**config.mk**
```make
export PLATFORM = sky130hd
export DESIGN_NAME = cavlc_coeff_stats
export DESIGN_NICKNAME = d
export VERILOG_FILES = /design/src/rtl/cavlc_coeff_stats.sv
export SDC_FILE = /design/constraint.sdc
export NUM_CORES = 1
export LEC_CHECK = 0
export ABC_AREA = 1
export CORE_ASPECT_RATIO = 1.5
export CORE_MARGIN = 2
export CORE_UTILIZATION = 40
export CTS_CLUSTER_SIZE = 14
export DETAILED_ROUTE_END_ITERATION = 10
export PLACE_DENSITY = 0.73
export REMOVE_ABC_BUFFERS = 1
export SLEW_MARGIN = 10
export SYNTH_ARGS = -nofsm -noshare
export SYNTH_HDL_FRONTEND = slang
export SYNTH_SLANG_ARGS = --single-unit
```
**constraint.sdc**
```tcl
create_clock -name clk -period 4.7 [get_ports clk]
set_clock_uncertainty 0.2 [all_clocks]
set_input_delay 0.705 -clock clk [delete_from_list [all_inputs] [get_ports clk]]
set_output_delay 0.705 -clock clk [all_outputs]
set_load 0.02 [all_outputs]
```
**src/rtl/cavlc_coeff_stats.sv**
```systemverilog
// CAVLC statistics for one residual block: TotalCoeff, TrailingOnes and signs,
// TotalZeros and a run_before stream, from coefficients in reverse zig-zag order.
module cavlc_coeff_stats #(
    parameter int COEFF_W   = 8,
    parameter int MAX_COEFF = 16,
    parameter int CNT_W     = $clog2(MAX_COEFF + 1)
) (
    input  logic               clk,
    input  logic               rst,
    input  logic               h264_reset,
    input  logic               blk_start,
    input  logic               coeff_valid,
    input  logic               coeff_last,
    input  logic [COEFF_W-1:0] coeff_i,
    output logic [CNT_W-1:0]   total_coeff_o,
    output logic [1:0]         trailing_ones_o,
    output logic [2:0]         t1_sign_o,
    output logic [CNT_W-1:0]   total_zeros_o,
    output logic               run_valid_o,
    output logic [CNT_W-1:0]   run_o,
    output logic               stats_valid_o,
    output logic               overflow_o
);

    typedef enum logic [1:0] {
        IDLE = 2'd0,
        SCAN = 2'd1,
        DONE = 2'd2
    } state_e;

    localparam logic [CNT_W-1:0] MAX_IDX = CNT_W'(MAX_COEFF);
    localparam logic [CNT_W-1:0] CNT_ONE = CNT_W'(1);

    state_e           state_q, state_d;
    logic [CNT_W-1:0] total_coeff_q, total_coeff_d;
    logic [1:0]       trailing_ones_q, trailing_ones_d;
    logic [2:0]       t1_sign_q, t1_sign_d;
    logic [CNT_W-1:0] total_zeros_q, total_zeros_d;
    logic [CNT_W-1:0] run_cnt_q, run_cnt_d;
    logic [CNT_W-1:0] run_q, run_d;
    logic             run_valid_q, run_valid_d;
    logic             stats_valid_q, stats_valid_d;
    logic             overflow_q, overflow_d;
    logic             seen_nz_q, seen_nz_d;
    logic             t1_done_q, t1_done_d;
    logic [CNT_W-1:0] idx_q, idx_d;

    logic coeff_nz;
    logic coeff_pm1;
    logic accept;

    assign coeff_nz  = |coeff_i;
    assign coeff_pm1 = (coeff_i == COEFF_W'(1)) || (coeff_i == {COEFF_W{1'b1}});
    assign accept    = coeff_valid && (blk_start || (state_q == SCAN));

    // NOTE: every _d gets a default before any branch, so no path can infer a latch.
    always_comb begin
        state_d         = state_q;
        total_coeff_d   = total_coeff_q;
        trailing_ones_d = trailing_ones_q;
        t1_sign_d       = t1_sign_q;
        total_zeros_d   = total_zeros_q;
        run_cnt_d       = run_cnt_q;
        run_d           = run_q;
        run_valid_d     = 1'b0;
        stats_valid_d   = 1'b0;
        overflow_d      = overflow_q;
        seen_nz_d       = seen_nz_q;
        t1_done_d       = t1_done_q;
        idx_d           = idx_q;

        if (h264_reset) begin
            state_d         = IDLE;
            total_coeff_d   = '0;
            trailing_ones_d = '0;
            t1_sign_d       = '0;
            total_zeros_d   = '0;
            run_cnt_d       = '0;
            run_d           = '0;
            overflow_d      = 1'b0;
            seen_nz_d       = 1'b0;
            t1_done_d       = 1'b0;
            idx_d           = '0;
        end else begin
            // A coincident coefficient is applied on top of the cleared values below.
            if (blk_start) begin
                state_d         = SCAN;
                total_coeff_d   = '0;
                trailing_ones_d = '0;
                t1_sign_d       = '0;
                total_zeros_d   = '0;
                run_cnt_d       = '0;
                overflow_d      = 1'b0;
                seen_nz_d       = 1'b0;
                t1_done_d       = 1'b0;
                idx_d           = '0;
            end

            if (accept) begin
                if (idx_d < MAX_IDX) begin
                    idx_d = idx_d + CNT_ONE;
                    if (coeff_nz) begin
                        total_coeff_d = total_coeff_d + CNT_ONE;
                        if (seen_nz_d) begin
                            run_valid_d = 1'b1;
                            run_d       = run_cnt_d;
                        end
                        run_cnt_d = '0;
                        seen_nz_d = 1'b1;
                        if (!t1_done_d) begin
                            if (coeff_pm1 && (trailing_ones_d != 2'd3)) begin
                                t1_sign_d[trailing_ones_d] = coeff_i[COEFF_W-1];
                                trailing_ones_d            = trailing_ones_d + 2'd1;
                                if (trailing_ones_d == 2'd3) begin
                                    t1_done_d = 1'b1;
                                end
                            end else begin
                                t1_done_d = 1'b1;
                            end
                        end
                    end else if (seen_nz_d) begin
                        total_zeros_d = total_zeros_d + CNT_ONE;
                        run_cnt_d     = run_cnt_d + CNT_ONE;
                    end
                end else begin
                    overflow_d = 1'b1;
                end

                if (coeff_last) begin
                    state_d       = DONE;
                    stats_valid_d = 1'b1;
                end
            end
        end
    end

    // NOTE: sequential state uses non-blocking assignments only.
    always_ff @(posedge clk or negedge rst) begin
        if (!rst) begin
            state_q         <= IDLE;
            total_coeff_q   <= '0;
            trailing_ones_q <= '0;
            t1_sign_q       <= '0;
            total_zeros_q   <= '0;
            run_cnt_q       <= '0;
            run_q           <= '0;
            run_valid_q     <= 1'b0;
            stats_valid_q   <= 1'b0;
            overflow_q      <= 1'b0;
            seen_nz_q       <= 1'b0;
            t1_done_q       <= 1'b0;
            idx_q           <= '0;
        end else begin
            state_q         <= state_d;
            total_coeff_q   <= total_coeff_d;
            trailing_ones_q <= trailing_ones_d;
            t1_sign_q       <= t1_sign_d;
            total_zeros_q   <= total_zeros_d;
            run_cnt_q       <= run_cnt_d;
            run_q           <= run_d;
            run_valid_q     <= run_valid_d;
            stats_valid_q   <= stats_valid_d;
            overflow_q      <= overflow_d;
            seen_nz_q       <= seen_nz_d;
            t1_done_q       <= t1_done_d;
            idx_q           <= idx_d;
        end
    end

    assign total_coeff_o   = total_coeff_q;
    assign trailing_ones_o = trailing_ones_q;
    assign t1_sign_o       = t1_sign_q;
    assign total_zeros_o   = total_zeros_q;
    assign run_valid_o     = run_valid_q;
    assign run_o           = run_q;
    assign stats_valid_o   = stats_valid_q;
    assign overflow_o      = overflow_q;

endmodule

```
==> impl_metrics.ini <==
[sta]
setup_tns_ns = 0
slew-limit-headroom_pct = 40.4
setup_viol = 0
worst_slew_pin_slew_ns = 0.893
fin_crit_sh_pct = 62.3
fin_crit_ns = 2.93
fmax_mhz = 341
hold_ws_ns = 0.281
hold_viol = 0
grt_setup_unrepaired = no
finalMaxSlewViolations = 0

[finish]
final_nets = 330
drive_gt1_share_pct = 6.80
diodes = 0
syn2layout_area_growth_pct = 26.9

[critical_path]
cpMaxStageDelayCell = clkdlybuf4s50_1
arrival_ns = 2.95
endpoint_kind = flip-flop
startpoint_type = primary input
path_cells = clkdlybuf4s50_1 -> buf_4 -> inv_2 -> nand2_1 -> inv_1 -> ha_1 -> inv_1 -> nand2_1 -> nor2_1 -> nand2_1 -> nor2_2 -> nand2_1 -> nand2_1 -> nand2_1 -> nor2_1
worstPathRequired_ns = 4.72
regToRegEndpoint = trailing_ones_o[0]$_DFF_PN0_
crit_path_frequent_cell = nand2_1
r2r_start = trailing_ones_o[0]$_DFF_PN0_
critPathMaxStageDelay_ns = 0.46
rr_worst_depth = 12
path_max_fanout = 19
r2r_slack_ns = 2.68
critPathKind = in -> reg

[route]
post-route-drc-count = 0
drt_pre_antenna_iters = 4
viasPerCell = 4.89
wirelength_mm = 4.45
ant_nets = 0
drt_iter0_markers = 90
routedWlPerCell_um = 11.8
vias = 1845

[min_path]
min_to = run_o[4]$_DFFE_PN0P_
min_path_cells = 2
worstHoldStart = run_cnt_q[4]$_DFF_PN0_
hp-class = reg -> reg

[logic_synthesis]
yosys.area_share.simple_pct = 34.7
syn_avg_cell_area_um2 = 7.61
syn_inst = 270
synth-compound-area-share_pct = 6.64
syn_area_um2 = 2050
ys_seq_elements = 37
synth_cell_types = 27
synth_top_family_by_area = simple AND/OR/NAND/NOR gates
synth_mux_area_share_pct = 0
async_flop_share_pct = 100
yosysWarnings = 0
synth_fa_ha_area_share_pct = 4.87
synth_edf_count = 0
synthFlopType = dfrtp_1
ys_seq_area_share_pct = 45.1
synth_xor_area_share_pct = 0.426

[die]
core_area_um2 = 5040
die_area_um2 = 5740
start_util_pct = 40.7
pin_count = 37
chipHeight_um = 91.8
die_x_um = 62.5
fp-row-count = 32

[cts]
clockBufferDepth = 2
cts-root-buf = clkbuf_8
post_cts_buffers = 0
clkTransAtPathRegs_ns = 0.08
cts_tree = built
cts_made_buffers = 5
cts_sinks = 37
postCtsHoldBufs = 0
cts_resized = 0
insertion_delay_ns = 0.29
cts_max_level = 2

[outcome]
status = finished, final reports clean

[pwr]
p_per_area_nw_per_um2 = 279
p_total_w = 0.000729
vdd_drop_max_uv = 148
leakagePower_nw = 1.25

[grt]
grt_pass1_wl_mm = 7.98
grt_pass1_vias = 1828
grt_usage_pct = 17.3
grt_max_degree = 38
globalRouteOverflowTotal = 0
antenna_found_initial = 0

[placed_design]
gp_congestion = 0.806
port-buffer-count = 36
dp_hpwl_mm = 3.18

[run]
max-cap-violations = 0
[through the flow]
stage	cell area [um2]	utilization [%]	setup slack, ns	instances
after floorplan	2020	-	2.47	264
after CTS	2610	51.7	1.77	377
after detailed placement	2470	49.0	1.47	369
final	2610	51.7	1.77	377
after global routing	2610	51.7	1.50	377
after global placement	2470	49.0	1.61	369
[cell usage in the layout, fill, tap and decap left out, drive strengths merged]
master and n:
a211oi 2, a21oi 11, a31oi 1, buf 2, bufinv 2, clkbuf 5
clkdlybuf4s50 35, dfrtp 37, ha 8, inv 38, nand2 68, nand3 19
nand4 9, nor2 53, nor3 7, o211ai 1, o21a 1, o21ai 9
xor2 1
[where the power goes]
part | internal (W) | switching (W)
Combinational | 0.0000238 | 0.0000458
Sequential | 0.000323 | 0.00000234
Clock | 0.000214 | 0.000120
Total | 0.000560 | 0.000168
[synthesized netlist by cell type (7+ instances only)]
library cell / number / area share, %
dfrtp_1: 37 / 45
nand2_1: 66 / 12
nand4_1: 9 / 2.7
inv_1: 35 / 6.4
ha_1: 8 / 4.9
nor3_1: 7 / 1.7
o21ai_0: 7 / 1.7
nor2_1: 48 / 8.8
a21oi_1: 11 / 2.7
nand3_1: 17 / 4.1
[routing by layer]
layer  vias to the layer above  wire (um)  track usage, %
met4                         0         73            5.37
met1                       864       1830            18.9
met5                         -          0               0
met2                        35       2350            32.5
met3                         8        189            4.05
li1                        938          -               -
[flip-flops by register name, indices dropped and copies added, names as in the netlist, 2 cells and up]
| signal | flops |
|---|---|
| idx_q | 5 |
| run_cnt_q | 5 |
| run_o | 5 |
| total_coeff_o | 5 |
| total_zeros_o | 5 |
| t1_sign_o | 3 |
| state_q | 2 |
| trailing_ones_o | 2 |
[area by class of cell]
| type | instances | area (um2) |
|---|---|---|
| Multi-Input combinational cell | 190 | 957 |
| Fill cell | 512 | 2440 |
| Clock inverter | 3 | 68.8 |
| Inverter | 37 | 139 |
| Tap cell | 68 | 85.1 |
| Clock buffer | 5 | 68.8 |
| Sequential cell | 37 | 926 |
| Timing Repair Buffer | 37 | 363 |
[worst max-delay path: cells and delay by family]
| kind | cells | cell delay, ns |
|---|---|---|
| buffers and inverters | 5 | 0.98 |
| and+or+nand+nor | 9 | 1.07 |
| adders and majority gates | 1 | 0.20 |
[cells by family (layout without fill, tap and decap cells)]
logic type / count (synthesis) / after routing
adder cells (fa/ha/maj): 8 / 8
AND/OR/NAND/NOR: 156 / 156
flip-flops: 37 / 37
XOR/XNOR: 1 / 1
AO/OA/AOI/OAI: 25 / 25
buffers and inverters: 43 / 82
[worst max path at each step]
stage / depth (start not counted) / startpoint / slack, ns / endpoint
finish: 15 / blk_start / 1.77 / trailing_ones_o[0]$_DFF_PN0_
global route: 15 / blk_start / 1.50 / trailing_ones_o[0]$_DFF_PN0_
CTS: 15 / blk_start / 1.77 / trailing_ones_o[0]$_DFF_PN0_
detailed placement: 15 / blk_start / 1.47 / trailing_ones_o[0]$_DFF_PN0_
global placement: 14 / blk_start / 1.61 / trailing_ones_o[1]$_DFF_PN0_
floorplan: 12 / blk_start / 2.47 / trailing_ones_o[1]$_DFF_PN0_
Note: power is estimated with default switching activity, not from simulation.
